<file path="src/rtl/tel_caller_driver.sv">
// rtl/tel_caller_driver.sv - caller-side character transmitter for the telephone FSM
//
// Buffers host characters in a FIFO, places a call, waits for the answer and
// streams the buffered characters one per cycle to the phone block. Yields
// the turn on DEL (127), hangs up on request and waits out the cost display.
//
// Optional build macro: TEL_CHAR_FILTER_EN
//   defined   - pushed bytes outside 32..127 complete the handshake but are dropped
//   undefined - every byte is stored and sent verbatim
//
// Ports:
//   clk            in   clock, rising edge
//   rst            in   asynchronous active-low reset
//   dial           in   place a call (honoured only in IDLE)
//   hangup_req     in   end the call once the FIFO drains (latched until IDLE)
//   in_valid       in   host character valid
//   in_char        in   host character [7:0]
//   in_ready       out  FIFO not full
//   statusMsg      in   8-char ASCII phone status [63:0]
//   startCall      out  one-cycle pulse while dialling
//   endCallCaller  out  one-cycle pulse while hanging up
//   sendCharCaller out  character strobe
//   charSent       out  character [7:0], zero when not strobed
//   busy           out  state is not IDLE
//   call_failed    out  one-cycle pulse on rejection or answer timeout
//   fifo_count     out  FIFO occupancy [clog2(DEPTH):0]

module tel_caller_driver #(
    parameter int DEPTH          = 8,
    parameter int ANSWER_TIMEOUT = 16
) (
    input  logic                     clk,
    input  logic                     rst,
    input  logic                     dial,
    input  logic                     hangup_req,
    input  logic                     in_valid,
    input  logic [7:0]               in_char,
    output logic                     in_ready,
    input  logic [63:0]              statusMsg,
    output logic                     startCall,
    output logic                     endCallCaller,
    output logic                     sendCharCaller,
    output logic [7:0]               charSent,
    output logic                     busy,
    output logic                     call_failed,
    output logic [$clog2(DEPTH):0]   fifo_count
);

    localparam int AW = $clog2(DEPTH);
    localparam int CW = AW + 1;
    localparam int TW = $clog2(ANSWER_TIMEOUT + 1);

    localparam logic [2:0] S_IDLE      = 3'd0;
    localparam logic [2:0] S_DIAL      = 3'd1;
    localparam logic [2:0] S_WAIT_ANS  = 3'd2;
    localparam logic [2:0] S_FAIL      = 3'd3;
    localparam logic [2:0] S_TALK      = 3'd4;
    localparam logic [2:0] S_YIELD     = 3'd5;
    localparam logic [2:0] S_HANGUP    = 3'd6;
    localparam logic [2:0] S_WAIT_COST = 3'd7;

    localparam logic [63:0] MSG_IDLE     = "IDLE    ";
    localparam logic [63:0] MSG_RINGING  = "RINGING ";
    localparam logic [63:0] MSG_REJECTED = "REJECTED";
    localparam logic [63:0] MSG_CALLER   = "CALLER  ";
    localparam logic [63:0] MSG_CALLEE   = "CALLEE  ";
    localparam logic [63:0] MSG_COST     = "COST    ";

    logic [2:0]    state, state_n;
    logic [TW-1:0] timer;
    logic [TW-1:0] timer_inc;
    logic          ringing_seen;
    logic          hangup_latched;

    logic [7:0]    mem [DEPTH];
    logic [AW-1:0] wr_ptr, rd_ptr;
    logic [CW-1:0] count;

    logic          full, empty, push, store, pop, flush;
    logic [7:0]    head;

    logic is_idle, is_ringing, is_rejected, is_caller, is_callee, is_cost, remote_end;

    assign is_idle     = (statusMsg == MSG_IDLE);
    assign is_ringing  = (statusMsg == MSG_RINGING);
    assign is_rejected = (statusMsg == MSG_REJECTED);
    assign is_caller   = (statusMsg == MSG_CALLER);
    assign is_callee   = (statusMsg == MSG_CALLEE);
    assign is_cost     = (statusMsg == MSG_COST);
    assign remote_end  = is_cost || is_idle;

    assign full       = (count == CW'(DEPTH));
    assign empty      = (count == '0);
    assign in_ready   = !full;
    assign push       = in_valid && in_ready;
    assign head       = mem[rd_ptr];
    assign fifo_count = count;
    assign busy       = (state != S_IDLE);
    assign timer_inc  = timer + TW'(1);

`ifdef TEL_CHAR_FILTER_EN
    // Non-printable bytes still complete the handshake so the host never stalls on them.
    assign store = push && (in_char >= 8'd32) && !in_char[7];
`else
    assign store = push;
`endif

    always_comb begin
        state_n = state;
        pop     = 1'b0;
        flush   = 1'b0;
        case (state)
            S_IDLE: begin
                if (dial) state_n = S_DIAL;
            end
            S_DIAL: begin
                state_n = S_WAIT_ANS;
            end
            S_WAIT_ANS: begin
                // timer_inc is the number of WAIT_ANS cycles including this one.
                if (is_caller) begin
                    state_n = S_TALK;
                end else if (is_rejected || (timer_inc == TW'(ANSWER_TIMEOUT)) ||
                             (is_idle && ringing_seen)) begin
                    state_n = S_FAIL;
                    flush   = 1'b1;
                end
            end
            S_FAIL: begin
                state_n = S_IDLE;
            end
            S_TALK: begin
                if (remote_end) begin
                    flush   = 1'b1;
                    state_n = S_WAIT_COST;
                end else if (!empty && is_caller) begin
                    pop = 1'b1;
                    if (head == 8'd127) state_n = S_YIELD;
                end else if (empty && hangup_latched) begin
                    state_n = S_HANGUP;
                end
            end
            S_YIELD: begin
                if (remote_end) begin
                    flush   = 1'b1;
                    state_n = S_WAIT_COST;
                end else if (is_callee) begin
                    state_n = S_TALK;
                end
            end
            S_HANGUP: begin
                state_n = S_WAIT_COST;
            end
            S_WAIT_COST: begin
                if (is_idle) state_n = S_IDLE;
            end
            default: state_n = S_IDLE;
        endcase
    end

    always_ff @(posedge clk or negedge rst) begin
        if (!rst) begin
            state          <= S_IDLE;
            timer          <= '0;
            ringing_seen   <= 1'b0;
            hangup_latched <= 1'b0;
            startCall      <= 1'b0;
            endCallCaller  <= 1'b0;
            sendCharCaller <= 1'b0;
            charSent       <= 8'd0;
            call_failed    <= 1'b0;
        end else begin
            state <= state_n;

            if (state == S_DIAL) begin
                timer        <= '0;
                ringing_seen <= 1'b0;
            end else if (state == S_WAIT_ANS) begin
                timer <= timer_inc;
                if (is_ringing) ringing_seen <= 1'b1;
            end

            if (state != S_IDLE && state_n == S_IDLE)
                hangup_latched <= 1'b0;
            else if (hangup_req && state != S_IDLE)
                hangup_latched <= 1'b1;

            // Outputs are registered on the transition so each pulse lines up
            // with the cycle spent in the corresponding state.
            startCall      <= (state == S_IDLE) && dial;
            call_failed    <= (state == S_WAIT_ANS) && (state_n == S_FAIL);
            endCallCaller  <= (state == S_TALK) && (state_n == S_HANGUP);
            sendCharCaller <= pop;
            charSent       <= pop ? head : 8'd0;
        end
    end

    always_ff @(posedge clk) begin
        if (store) mem[wr_ptr] <= in_char;
    end

    always_ff @(posedge clk or negedge rst) begin
        if (!rst) begin
            wr_ptr <= '0;
            rd_ptr <= '0;
            count  <= '0;
        end else begin
            if (store) wr_ptr <= wr_ptr + AW'(1);
            if (flush) begin
                // Discard the old contents but keep a byte written this same cycle.
                rd_ptr <= wr_ptr;
                count  <= store ? CW'(1) : '0;
            end else begin
                if (pop) rd_ptr <= rd_ptr + AW'(1);
                case ({store, pop})
                    2'b10:   count <= count + CW'(1);
                    2'b01:   count <= count - CW'(1);
                    default: count <= count;
                endcase
            end
        end
    end

endmodule

</file>
<file path="config.mk">
export PLATFORM = sky130hd
export DESIGN_NAME = tel_caller_driver
export DESIGN_NICKNAME = d
export VERILOG_FILES = /design/src/rtl/tel_caller_driver.sv
export SDC_FILE = /design/constraint.sdc
export NUM_CORES = 1
export LEC_CHECK = 0
export ABC_AREA = 1
export BUFFER_PORTS_ARGS = -buffer_cell sky130_fd_sc_hd__buf_2
export CORE_ASPECT_RATIO = 1.4
export CORE_MARGIN = 2
export CORE_UTILIZATION = 40
export DETAILED_ROUTE_END_ITERATION = 6
export PLACE_DENSITY = 0.73
export SLEW_MARGIN = 0
export SYNTH_ARGS = -nofsm -noshare
export SYNTH_HDL_FRONTEND = slang
export SYNTH_SLANG_ARGS = --single-unit
</file>
<file path="constraint.sdc">
create_clock -name clk -period 2.43 [get_ports clk]
set_input_delay 0 -clock clk [delete_from_list [all_inputs] [get_ports clk]]
set_output_delay 0 -clock clk [all_outputs]
set_load 0.03 [all_outputs]
</file>
# Yosys cells after proc, flatten, opt, wreduce, memory -nomap -nowiden

Memory sizes are Yosys's and may differ from the RTL's.
Index checks and enable logic that the tools add are counted.

Logic and storage cells: 96
RAM bits: 64
Memories kept: 1
Bits of input ports: 77
Output and inout port bits: 18
Flip-flop bits (word level): 32

Memories:

| name | words | bits a word | read ports | clocked after memory_dff | write ports | RTL line | text |
|---|---|---|---|---|---|---|---|
| mem  | 8     | 8           | 1          | 0                        | 1           | 75       | `logic [7:0] mem [DEPTH];` |

Eq/ne operators: 20
Mux-type cells: 33
Add/sub/neg operators: 5
Reduce and logical (&&, ||, !) cells: 25

Operator list:

| cell                                                  | count |
|---|---|
| equality test 64 x 63 -> 1 bit, second input constant | 6 |
| two-way mux 3 bit                                     | 12 |
| case mux 3 bit (8 select lines)                       | 1 |
| equality test 3 bit, second input constant            | 5 |
| two-way mux 1 bit                                     | 14 |
| two-way mux 5 bit                                     | 2 |
| equality test 3 x 2 -> 1 bit, second input constant   | 3 |
| logical AND 1 bit                                     | 9 |
| equality test 8 x 7 -> 1 bit, second input constant   | 1 |
| two-way mux 8 bit                                     | 1 |
| case mux 4 bit (2 select lines)                       | 1 |
| nonzero test 2 bit                                    | 4 |
| adder 3 x 1 -> 3 bit, second input constant           | 2 |
| logical NOT 3 bit                                     | 2 |
| nonzero test 3 bit                                    | 2 |
| adder 5 x 1 -> 5 bit, second input constant           | 1 |
| equality test 5 bit, second input constant            | 1 |
| adder 4 x 1 -> 4 bit, second input constant           | 1 |
| equality test 4 bit, second input constant            | 1 |
| logical NOT 4 bit                                     | 1 |
| two-way mux 4 bit                                     | 1 |
| subtractor 4 x 1 -> 4 bit, second input constant      | 1 |
| equality test 3 x 1 -> 1 bit, second input constant   | 1 |
| logical OR 1 bit                                      | 3 |
| 6 further kinds                                       | 7 |

# Depth between registers and ports, before layout

Depth in word-level cells: 10
Depth in mapped cells: 18
Depth with buffers taken out: 17

# Worst setup path before layout

No wires, ideal clock.

Path kind: register -> register
Start: register count[0], in the netlist fifo_count[0]
End: register count[3], in the netlist fifo_count[3]
Slack: -0.024 ns
Data required time: 2.312 ns
Arrival: 2.335 ns
Path buffers: 0
Library setup time: 0.118 ns
Cell stages (with the launch flop): 14
Period minus slack after synthesis: 2.454 ns
Path through: dfrtp_1 -> nor2_1 -> nand3b_1 -> nand2_1 -> inv_1 -> nor2_4 -> ha_1 -> a21oi_1 -> nand2_1 -> xor2_1 -> inv_1 -> nand2_1 -> nand4_1 -> nand2_1

Elaborated cells between the ends (all ways): 16
Classes of those cells: 2 x add/sub; 3 x eq/ne; 5 x mux; 6 x reduce/logical

RTL lines:

| what                                                                       | RTL line | text |
|---|---|---|
| start: declaration                                                         | 77       | `logic [CW-1:0] count;` |
| start signal: assignment                                                   | 212      | `count <= store ? CW'(1) : '0;` |
| start signal: assignment                                                   | 216      | `2'b10: count <= count + CW'(1);` |
| start signal: assignment                                                   | 217      | `2'b01: count <= count - CW'(1);` |
| equality test 4 bit *                                                      | 92       | `assign full = (count == CW'(DEPTH));` |
| logical NOT 1 bit *                                                        | 94       | `assign in_ready = !full;` |
| named net in_ready                                                         | 38       | `output logic in_ready,` |
| logical AND 1 bit *                                                        | 95       | `assign push = in_valid && in_ready;` |
| equality test 2 x 1 -> 1 bit / equality test 2 bit (equally long branches) | 215      | `case ({store, pop})` |
| case mux 4 bit (2 select lines)                                            | 215      |  |
| two-way mux 4 bit                                                          | 209      | `if (flush) begin` |

Mark *: on every way through the listed nets, which the timed path passes. The rest lies on a longest branch.
A chain may end at the register's enable or synchronous reset.

# Final worst setup path

Start: register count[0], in the netlist fifo_count[0]
End: register count[3], in the netlist fifo_count[3]

Longest elaborated chain between the ends: 9
Elaborated cells between the ends (all ways): 16
Classes of those cells: 2 x add/sub; 3 x eq/ne; 5 x mux; 6 x reduce/logical

Ends and longest elaborated chain:

| what                                                                       | RTL line | text |
|---|---|---|
| logical NOT 4 bit                                                          | 93       | `assign empty = (count == '0);` |
| logical NOT 1 bit                                                          | 136      | `end else if (!empty && is_caller) begin` |
| logical AND 1 bit                                                          | 136      |  |
| two-way mux 1 bit                                                          | 136      |  |
| two-way mux 1 bit                                                          | 133      | `if (remote_end) begin` |
| two-way mux 1 bit                                                          | 112      | `case (state)` |
| equality test 2 x 1 -> 1 bit / equality test 2 bit (equally long branches) | 215      |  |
| case mux 4 bit (2 select lines)                                            | 215      |  |
| two-way mux 4 bit                                                          | 209      |  |

Several ways; a longest one is shown, not always the timed one.

==> reports/qor.yml <==
timing:
  layout_setup_ws_ns: 0.2728
  tns_ns: 0
  finalMaxSlewViolations: 0
  fin_crit_ns: 2.157
  min_period_over_period: 0.8878
  hold_viol_final: 0
  fin_skew_ns: 0.006348
  rsz0062_at_grt: "false"
  setup_violations: 0
  max_slew_margin: 0.4768
  worst_pin_slew_ns: 0.7848
  fmax_mhz: 463.6
grt:
  grt_pass1_wl_mm: 22.75
  grt_usage: 0.1896
  antenna_found_initial: 0
  grt_max_degree: 33
  overflow: 0
  grt_pass1_vias: 4996
setup_path:
  crit_chain: "nor2_1 > nand3b_1 > nand2_2 > inv_1 > nor2_4 > ha_1 > a21oi_1 > nand2_1 > xor2_1 > inv_1 > nand2_1 > nand4_1 > nand2_1"
  cp.arrival_ns: 2.44
  max_stage_delay_ns: 0.44
  cp_max_fo: 7
  cpMostUsedCell: "nand2_1"
  end_kind: "flip-flop"
  worstSetupPathType: "flip-flop to flip-flop"
  path_delay_family: "simple AND/OR/NAND/NOR gates"
  critPathSlowestCell: "dfrtp_1"
  crit_required_ns: 2.71
  path_buf_inv: 2
  startpoint_type: "flip-flop"
cts:
  numCtsBuffers: 9
  post_cts_buffers: 0
  clkLatencyLatePin_ns: 0.34
  clkSinkCount: 96
  cts_tree: "done"
  path_clk_slew_ns: 0.06
  htreeDepth: 3
  ctsLongestPathBuffers: 2
  cts_root_buf: "clkbuf_16"
worst_hold_path:
  hp-class: "primary input to flip-flop"
finish:
  final_cell_area_um2: 6940
  multi_input_area_um2: 2521
  diodes: 0
  fin_nets: 973
  regArea_um2: 2723
  drive_above_1_share: 0.1866
  fill_cells: 1350
  area_delta_synth_final_pct: 20.96
synth:
  syn_area_per_cell_um2: 7.452
  syn-instance-count: 770
  synth_top_area_cell: "edfxtp_1"
  yosys-top-cells-area: "edfxtp_1 33%, nand2_1 16%, dfrtp_1 14%"
  synth.distinct_cells: 34
  syn-cell-area_um2: 5738
  yosysTopAreaCellShare: 0.3349
  ys_seq_elements: 96
  ys_seq_area_frac: 0.4745
  synthesis.nets: 853
  ys.warnings.count: 0
route:
  drtIter0Drc: 232
  drt-total-wl_mm: 14.14
  num_vias: 5188
  viasPerCell: 4.804
  drc: 1
  firstDrtPassIters: 7
  ant_nets: 0
  wl_per_cell_um: 13.09
floorplan:
  start_util: 0.4106
  rows: 51
  ios: 95
  dieArea_um2: 15330
  core_area_um2: 13970
  die_y_um: 145.7
  die_x_um: 105.2
place:
  dpl.hpwl_mm: 10.76
  placement.cell_area_um2: 6513
  portBuffers: 94
  place_ws_ns: 0.2693
  place.gp.congestion: 0.9344
job:
  maxCapViolCount: 0
power_and_ir_drop:
  p_leak_nw: 3.348
  irDropWorstVdd_uv: 310.4
  total_power_mw: 4.379
  power_density_nw_per_um2: 631.0
status:
  status: "finished with violations"
  failed_checks: "design-rule violations"
[cell type report]
type | instances | area share
multi-input cells | 545 | 0.3633
well taps | 185 | 0.03335
repair buffers | 122 | 0.1042
inverters | 116 | 0.06292
clock buffers | 12 | 0.03407
flip-flops and latches | 96 | 0.3923
clock inverters | 4 | 0.009915
[metrics by stage]
step             util  std cells  hold WS, ns
3_3_place_gp   0.4660       1052       0.1130
6_report       0.4966       1080       0.1465
3_5_place_dp   0.4660       1052       0.1299
5_1_grt        0.4966       1080       0.1794
2_1_floorplan       -        770      -0.2956
4_1_cts        0.4965       1080       0.1391
[cells by family after synthesis]
group | count (synthesis) | synth area share
AND/OR/NAND/NOR | 518 | 0.3986
XOR/XNOR | 7 | 0.01068
AO/OA/AOI/OAI | 14 | 0.01483
flip-flops | 96 | 0.4745
buffers and inverters | 129 | 0.08700
adder cells (fa/ha/maj) | 6 | 0.01439
[cell usage after synthesis (all sizes together)]
library cell / instances
or2: 2
edfxtp: 64
nor3: 20
nand2: 259
nor2: 134
nand3: 83
a22o: 1
dfrtp: 32
xor2: 7
o31ai: 1
ha: 5
clkbuf: 2
o21ai: 5
clkinv: 2
fa: 1
inv: 114
nand4: 13
a31oi: 1
buf: 11
nor4: 3
nand3b: 4
a21oi: 6
[worst register-to-register path, cell delays in order, from the launching register on]
cell	delay (ns)
dfrtp_1	0.44
nor2_1	0.17
nand3b_1	0.12
nand2_2	0.11
inv_1	0.14
nor2_4	0.18
ha_1	0.28
a21oi_1	0.14
nand2_1	0.07
xor2_1	0.16
inv_1	0.05
nand2_1	0.06
nand4_1	0.09
nand2_1	0.08
[path summary, 6_finish.rpt]
check | from | to | slack, ns | depth (start not counted)
worst max-delay path | fifo_count[0] | fifo_count[3] | 0.27 | 13
worst min-delay path | statusMsg[13] | ringing_seen | 0.15 | 6
worst max register to register | fifo_count[0] | fifo_count[3] | 0.27 | 13
worst min register to register | timer[0] | timer[0] | 0.51 | 1
max in group asynchronous | rst | wr_ptr[1] | 1.65 | 2
min in group asynchronous | rst | charSent[4] | 0.28 | 2
[registers in the layout, indices dropped and copies added (netlist names)]
name and count:
hangup_latched 1, call_failed 1, state 3, mem 64
endCallCaller 1, fifo_count 4, wr_ptr 3, rd_ptr 3
timer 5, sendCharCaller 1, charSent 8, ringing_seen 1
startCall 1
[cells in the final DEF, fill, tap and decap left out, types with 7 or more instances in the layout]
| cell type | netlist | routed |
|---|---|---|
| nand2_1 | 248 | 247 |
| nor2_1 | 120 | 119 |
| inv_1 | 109 | 109 |
| buf_2 | 11 | 94 |
| nand3_1 | 79 | 79 |
| edfxtp_1 | 64 | 64 |
| dfrtp_1 | 32 | 32 |
| nor3_1 | 18 | 18 |
| buf_4 | 0 | 15 |
| dlygate4sd3_1 | 0 | 12 |
| nand4_1 | 11 | 11 |
| nand2_2 | 9 | 10 |
| nor2_2 | 8 | 9 |
| clkbuf_16 | 0 | 9 |
| xor2_1 | 7 | 7 |
[timing repair]
action | CTS | global route
hold endpoints to repair | 100 | 0
endpoints found under the setup margin | 0 | 1
hold buffers | 12 | 0
resized for setup | 0 | 1
[per-layer routing]
layer	vias up	part of all wire	track usage	wire length, um
met5	-	0	0	0
met4	0	0.049	0.1173	693
met3	52	0.060	0.03627	845
met2	192	0.50	0.3313	7076
met1	2276	0.39	0.2097	5521
li1	2668	-	-	-
[report_power, final]
group | switching, mW | total [mW] | internal [mW] | leakage, nW
Clock | 0.561 | 1.46 | 0.897 | 0.148
Sequential | 0.105 | 2.06 | 1.96 | 0.995
Combinational | 0.566 | 0.859 | 0.292 | 2.20
Power figures use the tool's default switching activity.
